--- config.mk ---
export PLATFORM = sky130hd
export DESIGN_NAME = keyin_ctrl
export DESIGN_NICKNAME = d
export VERILOG_FILES = /design/src/rtl/keyin_pkg.sv /design/src/rtl/key_fifo.sv /design/src/rtl/keyin_ctrl.sv
export SDC_FILE = /design/constraint.sdc
export NUM_CORES = 1
export LEC_CHECK = 0
export ABC_CLOCK_PERIOD_IN_PS = 8050
export BUFFER_PORTS_ARGS = -buffer_cell sky130_fd_sc_hd__buf_2
export CAP_MARGIN = 20
export CELL_PAD_IN_SITES_DETAIL_PLACEMENT = 0
export CELL_PAD_IN_SITES_GLOBAL_PLACEMENT = 2
export CORE_ASPECT_RATIO = 0.5
export CORE_MARGIN = 3
export CORE_UTILIZATION = 40
export CTS_CLUSTER_SIZE = 14
export DETAILED_ROUTE_END_ITERATION = 8
export PLACE_DENSITY = 0.89
export SYNTH_ARGS = -nofsm -noshare
export SYNTH_HDL_FRONTEND = slang
export SYNTH_SLANG_ARGS = --single-unit
--- constraint.sdc ---
create_clock -name clock -period 8.05 [get_ports clock]
set_clock_uncertainty 0.2 [all_clocks]
set_input_delay 0.4025 -clock clock [delete_from_list [all_inputs] [get_ports clock]]
set_output_delay 0.4025 -clock clock [all_outputs]
set_load 0.03 [all_outputs]
--- src/rtl/keyin_pkg.sv ---
// Shared types and widths for the key-input controller: FSM state encoding
// and the key-code / occupancy widths used by the controller and its FIFO.
package keyin_pkg;

    localparam int CODE_W  = 4;
    localparam int COUNT_W = 5;

    typedef enum logic [1:0] {
        ST_IDLE       = 2'd0,
        ST_PRESS_DB   = 2'd1,
        ST_HELD       = 2'd2,
        ST_RELEASE_DB = 2'd3
    } keyin_state_e;

endpackage

--- src/rtl/key_fifo.sv ---
// Small key-code FIFO with registered storage and occupancy count.
// A push while full is accepted only when a pop happens in the same cycle.
module key_fifo
    import keyin_pkg::*;
#(
    parameter int DEPTH = 4
) (
    input  logic               clock,
    input  logic               reset,
    input  logic               push,
    input  logic [CODE_W-1:0]  push_data,
    input  logic               pop,
    output logic [CODE_W-1:0]  pop_data,
    output logic               full,
    output logic               empty,
    output logic [COUNT_W-1:0] count
);

    localparam int PTR_W = (DEPTH > 1) ? $clog2(DEPTH) : 1;

    logic [CODE_W-1:0] mem [DEPTH];
    logic [PTR_W-1:0]  wr_ptr;
    logic [PTR_W-1:0]  rd_ptr;
    logic              do_push;
    logic              do_pop;

    assign empty    = (count == '0);
    assign full     = (count == COUNT_W'(DEPTH));
    assign do_pop   = pop && !empty;
    assign do_push  = push && (!full || do_pop);
    assign pop_data = mem[rd_ptr];

    // DEPTH is a power of two, so plain pointer increment wraps modulo DEPTH.
    always_ff @(posedge clock) begin
        if (!reset) begin
            wr_ptr <= '0;
            rd_ptr <= '0;
            count  <= '0;
            for (int i = 0; i < DEPTH; i++) begin
                mem[i] <= '0;
            end
        end else begin
            if (do_push) begin
                mem[wr_ptr] <= push_data;
                wr_ptr      <= wr_ptr + PTR_W'(1);
            end
            if (do_pop) begin
                rd_ptr <= rd_ptr + PTR_W'(1);
            end
            case ({do_push, do_pop})
                2'b10:   count <= count + COUNT_W'(1);
                2'b01:   count <= count - COUNT_W'(1);
                default: count <= count;
            endcase
        end
    end

endmodule

--- src/rtl/keyin_ctrl.sv ---
// Keypad front end: synchronizes the encoder outputs, debounces press and
// release, and queues one key code per press into a small FIFO.
module keyin_ctrl
    import keyin_pkg::*;
#(
    parameter int DEBOUNCE_CYCLES = 16,
    parameter int FIFO_DEPTH      = 4
) (
    input  logic               clock,
    input  logic               reset,
    input  logic               key_in,
    input  logic [CODE_W-1:0]  key_val,
    output logic               out_valid,
    output logic [CODE_W-1:0]  out_code,
    input  logic               out_ready,
    output logic [COUNT_W-1:0] count,
    output logic               overflow,
    input  logic               clr_ovf,
    output keyin_state_e       dbg_state
);

    localparam int CNT_W = $clog2(DEBOUNCE_CYCLES);
    localparam logic [CNT_W-1:0] CNT_LAST = CNT_W'(DEBOUNCE_CYCLES - 1);

    logic [CODE_W:0]   sync1;
    logic [CODE_W:0]   sync2;
    logic              key_s;
    logic [CODE_W-1:0] val_s;

    keyin_state_e      state;
    keyin_state_e      state_nx;
    logic [CNT_W-1:0]  cnt;
    logic [CODE_W-1:0] cand;
    logic              cnt_last;
    logic              same_key;

    logic              push;
    logic              cand_load;
    logic              cnt_clr;
    logic              cnt_inc;

    logic              fifo_full;
    logic              fifo_empty;
    logic              drop;

    always_ff @(posedge clock) begin
        if (!reset) begin
            sync1 <= '0;
            sync2 <= '0;
        end else begin
            sync1 <= {key_in, key_val};
            sync2 <= sync1;
        end
    end

    assign key_s     = sync2[CODE_W];
    assign val_s     = sync2[CODE_W-1:0];
    assign cnt_last  = (cnt == CNT_LAST);
    assign same_key  = key_s && (val_s == cand);
    assign dbg_state = state;

    always_ff @(posedge clock) begin
        if (!reset) begin
            state <= ST_IDLE;
        end else begin
            state <= state_nx;
        end
    end

    always_comb begin
        state_nx = state;
        case (state)
            ST_IDLE:       if (key_s) state_nx = ST_PRESS_DB;
            ST_PRESS_DB: begin
                if (!same_key)     state_nx = ST_IDLE;
                else if (cnt_last) state_nx = ST_HELD;
            end
            ST_HELD:       if (!key_s) state_nx = ST_RELEASE_DB;
            ST_RELEASE_DB: begin
                if (key_s)         state_nx = ST_HELD;
                else if (cnt_last) state_nx = ST_IDLE;
            end
            default:       state_nx = ST_IDLE;
        endcase
    end

    // Value changes while HELD are ignored, so exactly one code per press.
    always_comb begin
        push      = 1'b0;
        cand_load = 1'b0;
        cnt_clr   = 1'b0;
        cnt_inc   = 1'b0;
        case (state)
            ST_IDLE: begin
                cand_load = key_s;
                cnt_clr   = key_s;
            end
            ST_PRESS_DB: begin
                push    = same_key && cnt_last;
                cnt_inc = same_key && !cnt_last;
            end
            ST_HELD:       cnt_clr = !key_s;
            ST_RELEASE_DB: cnt_inc = !key_s && !cnt_last;
            default: ;
        endcase
    end

    always_ff @(posedge clock) begin
        if (!reset) begin
            cnt  <= '0;
            cand <= '0;
        end else begin
            if (cnt_clr) begin
                cnt <= '0;
            end else if (cnt_inc) begin
                cnt <= cnt + CNT_W'(1);
            end
            if (cand_load) begin
                cand <= val_s;
            end
        end
    end

    // Handshake: out_valid/out_code come straight from FIFO registers; a
    // transfer happens on a rising edge where out_valid and out_ready are both 1.
    key_fifo #(
        .DEPTH(FIFO_DEPTH)
    ) u_fifo (
        .clock    (clock),
        .reset    (reset),
        .push     (push),
        .push_data(cand),
        .pop      (out_ready),
        .pop_data (out_code),
        .full     (fifo_full),
        .empty    (fifo_empty),
        .count    (count)
    );

    assign out_valid = !fifo_empty;
    assign drop      = push && fifo_full && !out_ready;

    always_ff @(posedge clock) begin
        if (!reset) begin
            overflow <= 1'b0;
        end else if (drop) begin
            overflow <= 1'b1;
        end else if (clr_ovf) begin
            overflow <= 1'b0;
        end
    end

endmodule
After elaboration in Yosys (flattened, before gate mapping)
Memories as Yosys holds them, arrays and structs flattened. A register that Yosys moved wholly into a read port is not among the register bits.
Cells that the tools add are included.
Widths: inputs -> output; s select.
{"block": "classes", "n_shift": 0, "multipliers": 0, "magnitude_cmp": 0, "add_sub_neg": 5, "n_reduce_logical": 21, "n_mux": 23, "div_mod_pow": 0, "n_eq_ne": 12, "bitwise": 1}
{"operator": "$mux 2", "n": 9}
{"operator": "$pmux 5 s2", "n": 1}
{"operator": "$mux 1", "n": 9}
{"operator": "$logic_and 1x1->1", "n": 8}
{"operator": "$pmux 2 s4", "n": 1}
{"operator": "$eq 2x2->1 const B", "n": 3}
{"operator": "$ne 3x3->1 const B", "n": 2}
{"operator": "$add 5x1->5 const B", "n": 1}
{"operator": "$eq 5x3->1 const B", "n": 1}
{"operator": "$logic_not 1->1", "n": 5}
{"operator": "$logic_not 5->1", "n": 1}
{"operator": "$sub 5x1->5 const B", "n": 1}
{"operator": "$add 2x1->2 const B", "n": 2}
{"operator": "$add 4x1->4 const B", "n": 1}
{"operator": "$eq 2x1->1 const B", "n": 2}
{"operator": "$eq 4x4->1", "n": 1}
{"operator": "$eq 4x4->1 const B", "n": 1}
{"operator": "$mux 4", "n": 1}
{"operator": "$ne 2x2->1 const B", "n": 2}
{"operator": "$pmux 1 s2", "n": 2}
{"operator": "$reduce_and 4->1", "n": 1}
{"operator": "$reduce_bool 2->1", "n": 2}
{"operator": "$reduce_or 4->1", "n": 1}
{"operator": "$logic_not 2->1", "n": 1}
{"operator": "3 further kinds", "n": 3}
{"block": "word_totals", "mem_bits_ro": 0, "out_inout_bits": 13, "ramBits": 16, "latchBits": 0, "memories": 1, "register_bits": 30}
{"name": "u_fifo.mem", "words": 4, "width": 4, "read_ports": 1, "rd_clocked_by_memory_dff": 1, "wr": 4, "line_no": "key_fifo.sv:21", "text": "logic [CODE_W-1:0] mem [DEPTH];"}

Logic depth before layout (Yosys ltp)
{"block": "depth", "word_depth": 10, "depth_mapped": 11}

Cells and area by module
A second synthesis with hierarchy kept.
{"block": "hier_totals", "cells_unflattened": 201, "hier_area_um2": 2215.9}
{"mod": "key_fifo", "area_per_inst_um2": 1327.5, "cells_each": 113, "instances": 1}
{"mod": "keyin_ctrl", "area_per_inst_um2": 888.4, "cells_each": 88, "instances": 1}

Worst setup path after synthesis
Ideal clock, no wire load.
{"block": "synth_timing", "kind": "register -> register", "start": "register state[0], in the netlist dbg_state[0]", "end": "register u_fifo.count[4]", "slack_ps": 5322, "required_ps": 7735, "t_arrival_ps": 2413, "period_less_slack_ps": 2728, "path_stages_with_launch": 12, "path_cell_list": "dfxtp_1 buf_4 nand4_2 nor3_4 a21oi_2 xor2_1 ha_1 or3_1 a21oi_1 a2bb2oi_1 xnor2_1 and2_1"}
{"block": "synth_between", "elab_chain_cells": 5, "elab_cells_between_ends": 7, "cone_classes": "eq/ne (3); mux (2); reduce/logical (2)"}
{"element": "start: declaration", "line_no": "keyin_ctrl.sv:30", "text": "keyin_state_e state;"}
{"element": "start signal: assignment", "line_no": "keyin_ctrl.sv:66", "text": "state <= state_nx;"}
{"element": "$eq 2x1->1 *", "line_no": "keyin_ctrl.sv:93", "text": "case (state)"}
{"element": "$mux 1 *", "line_no": "keyin_ctrl.sv:93"}
{"element": "$logic_and 1x1->1 *", "line_no": "key_fifo.sv:30", "text": "assign do_push = push && (!full || do_pop);"}
{"element": "$eq 2x1->1 or $eq 2x2->1 (tied branches)", "line_no": "key_fifo.sv:50", "text": "case ({do_push, do_pop})"}
{"element": "$pmux 5 s2 or $reduce_bool 2->1 (tied branches)"}
{"element": "end signal: assignment", "line_no": "key_fifo.sv:51", "text": "2'b10: count <= count + COUNT_W'(1);"}
{"element": "end signal: assignment", "line_no": "key_fifo.sv:52", "text": "2'b01: count <= count - COUNT_W'(1);"}
{"element": "end signal: assignment", "line_no": "key_fifo.sv:53", "text": "default: count <= count;"}
{"element": "end: declaration", "line_no": "key_fifo.sv:16", "text": "output logic [COUNT_W-1:0] count"}
Every way passes the cells marked *; elsewhere a longest branch is shown, timed or not.
A chain may end at the register's enable or synchronous reset.

Final worst setup path
{"block": "layout_timing", "start": "register cnt[0]", "end": "register u_fifo.count[4]"}
{"block": "layout_between", "elab_chain_cells": 6, "elab_cells_between_ends": 8, "cone_classes": "eq/ne (3); mux (2); reduce/logical (3)"}
{"element": "start: declaration", "line_no": "keyin_ctrl.sv:32", "text": "logic [CNT_W-1:0] cnt;"}
{"element": "start signal: assignment", "line_no": "keyin_ctrl.sv:116", "text": "cnt <= cnt + CNT_W'(1);"}
{"element": "$eq 4x4->1 *", "line_no": "keyin_ctrl.sv:58", "text": "assign cnt_last = (cnt == CNT_LAST);"}
{"element": "$logic_and 1x1->1 *", "line_no": "keyin_ctrl.sv:99", "text": "push = same_key && cnt_last;"}
{"element": "$mux 1 *", "line_no": "keyin_ctrl.sv:93"}
{"element": "$logic_and 1x1->1 *", "line_no": "key_fifo.sv:30"}
{"element": "$eq 2x1->1 or $eq 2x2->1 (tied branches)", "line_no": "key_fifo.sv:50"}
{"element": "$pmux 5 s2 or $reduce_bool 2->1 (tied branches)"}
Marked as above.

==> impl_metrics.csv <==
group,metric,value,unit
status,status,"complete, no violations",
timing,fin_crit_sh,35.0,%
critical_path,slowest_stage,"dfxtp_1",
drt,wl_per_cell,12.8,µm
drt,drt_iter0_markers,68,
final_layout,nFillCells,471,
drt,vias,1383,
clock_tree,hold_buffers,0,
placed_design,dp_slack,5.24,ns
clock_tree,clockBufferDepth,2,
placed_design,numPortBuffers,21,
grt,grt_overflow_total,0,
logic_synthesis,netlist.area_leader.share,29.6,%
timing,drv_slew,0,
drt,drt-pass1-iter-count,4,
floorplanning,die_area,0.00639,mm²
job,maxCapViolCount,0,
drt,dr_wl_met3,187,µm
clock_tree,cts_tree,"done",
grt,grt_pass1_wl,6290,µm
timing,setup_viol,0,
drt,wl_met2,1600,µm
drt,drc,0,
drt,ant_nets,0,
logic_synthesis,synthesis.nets,206,
critical_path,cp-end-kind,"flip-flop",
floorplanning,start_util,42.7,%
timing,fin_ws,5.23,ns
floorplanning,core,0.00507,mm²
placed_design,place_hpwl,2680,µm
final_layout,drive_gt1_share,19.8,%
power,p_leak,0.989,nW
floorplanning,fp.dieW,110,µm
floorplanning,io_pins,22,
logic_synthesis,synth-async-reset-ratio,0,%
logic_synthesis,ys_seq_area_share,51.8,%
timing,hold_violations,0,
drt,vias_per_cell,4.82,
critical_path,worstSetupPathType,"reg2reg",
timing,grt_setup_unrepaired,"no",
clock_tree,worstSkewPairLatency,0.30,ns
drt,routed_wl,3680,µm
floorplanning,placementRows,18,
critical_path,arrival,2.83,ns
critical_path,cp_slowest_stage_delay,0.38,ns
timing,fmax,355,MHz
drt,wl_met1,1880,µm
logic_synthesis,avgSynthCellArea,11.2,µm²
final_layout,area_delta_synth_final,12.5,%
logic_synthesis,synth_edf_count,16,
clock_tree,h-tree-depth,2,
logic_synthesis,syn_area,0.00217,mm²
critical_path,path_cells,"ha_1, nand4_2, nor3_4, a21oi_2, xor2_1, ha_1, or3_1, a21oi_1, a2bb2oi_1, xnor2_1, and2_1",
clock_tree,cts_root_buffer,"clkbuf_8",
clock_tree,cts_buffers,5,
critical_path,crit_required,8.06,ns
clock_tree,clk_pin_slew_worst_paths,0.09,ns
timing,setup_tns,0,ns
grt,grt_usage,12.9,%
logic_synthesis,yosysUniqueCellTypes,42,
clock_tree,cts_setup_buffers,0,
logic_synthesis,yosys-top-cells-count,"and2_1, dfxtp_1, edfxtp_1",
logic_synthesis,synth-seq-cells,48,
logic_synthesis,synth_top_area_cell,"dfxtp_1",
drt,highest_layer,"met4",
clock_tree,cts.sinks,48,
logic_synthesis,synth-main-ff-cell,"dfxtp_1",
critical_path,cp_max_fo,7,
timing,slew_headroom,66.2,%
logic_synthesis,yosys_warnings,0,
timing,fin_crit,2.82,ns
power,peakVddDrop,0.0000851,V
critical_path,cp-start-kind,"flip-flop",
final_layout,diodes,0,
final_layout,final_nets,228,
floorplanning,die_h,58.0,µm
critical_path,crit_top_cell,"ha_1",
hold_path,min_path_type,"in2reg",
grt,antenna_found_initial,0,
grt,grt_pass1_vias,1362,
placed_design,globalplace.congestion,0.776,
grt,grt_max_degree,38,
clock_tree,postCtsResizedCells,0,
timing,tightest_slew,0.501,ns
power,p_per_area,186,mW/mm²
logic_synthesis,synthTopCellsByArea,"dfxtp_1, edfxtp_1, and2_1",
logic_synthesis,synthCells,194,
[critical path: cells and delay by family, from the launching register on]
| kind | cells | cell delay (ns) |
|---|---|---|
| compound gates | 3 | 0.42 |
| flops | 1 | 0.38 |
| xor+xnor | 2 | 0.30 |
| simple gates | 4 | 1.00 |
| fa+ha+maj | 2 | 0.44 |
[cell type report]
class / instances / area (µm²) / share of cell area [%]
sequential: 48 / 1120 / 46.0
clock inverter: 3 / 42.5 / 1.75
timing repair buffer: 21 / 105 / 4.31
inverter: 2 / 7.51 / 0.308
tap: 70 / 87.6 / 3.60
multi-input combinational: 138 / 1000 / 41.2
clock buffer: 5 / 68.8 / 2.82
[layer usage]
layer  vias to the layer above  GRT usage (%)
li1                        726              -
met1                       637           17.6
met2                        18           19.1
met3                         2           5.56
met4                         0           2.66
met5                         -              0
[cell usage in the layout (no fill, tap or decap), types with 3 or more instances in the layout]
master    netlist  routed
nor2_1          9       9
and2_1         32      32
ha_1            3       3
a21boi_0        4       4
xnor2_1         8       8
nand2b_1        3       3
mux4_2          4       4
edfxtp_1       16      16
a21oi_1         7       7
nand3_1         4       4
buf_2           0      21
nand2_1        11      11
xor2_1          9       9
o21ai_0         8       8
dfxtp_1        32      32
and3_1          6       6
clkbuf_8        0       5
[power by group]
part / leakage (nW) / total [W] / internal [W] / switching [W]
clock: 0.0558 / 0.000173 / 0.0000920 / 0.0000814
combinational: 0.522 / 0.0000195 / 0.00000727 / 0.0000123
sequential: 0.412 / 0.000259 / 0.000256 / 0.00000276
total: 0.989 / 0.000452 / 0.000356 / 0.0000964
[per-stage QoR]
stage	instances	hold slack (ns)	instance area [µm²]	power, W	util, %
2_1_floorplan	194	0.212	2170	0.000278	-
3_3_place_gp	279	0.216	2320	0.000284	45.9
3_5_place_dp	279	0.222	2320	0.000285	45.9
4_1_cts	287	0.0970	2440	0.000456	48.1
5_1_grt	287	0.0961	2440	0.000468	48.1
6_report	287	0.101	2440	0.000452	48.1
[logic make-up after synthesis]
| family | count (synthesis) | synth area share [%] |
|---|---|---|
| buf+inv | 8 | 1.91 |
| xor+xnor | 17 | 6.87 |
| simple gates | 83 | 23.7 |
| compound gates | 30 | 9.42 |
| mux | 5 | 4.62 |
| fa+ha+maj | 3 | 1.73 |
| flops | 48 | 51.8 |
[sequential cells by signal, summed over array words and instances (netlist names), named ones only]
register       count
overflow           1
dbg_state          2
sync2              5
sync1              5
cnt                4
u_fifo.count       5
u_fifo.rd_ptr      2
cand               4
u_fifo.mem        16
u_fifo.wr_ptr      2
[worst paths after layout]
| kind | from | end | slack (ns) | cells past startpoint |
|---|---|---|---|---|
| max | cnt[0] | u_fifo.count[4] | 5.23 | 11 |
| min | key_val[1] | sync1[1] | 0.10 | 2 |
| max reg2reg | cnt[0] | u_fifo.count[4] | 5.23 | 11 |
| min reg2reg | sync1[0] | sync2[0] | 0.23 | 1 |
Power figures use the tool's default switching activity.
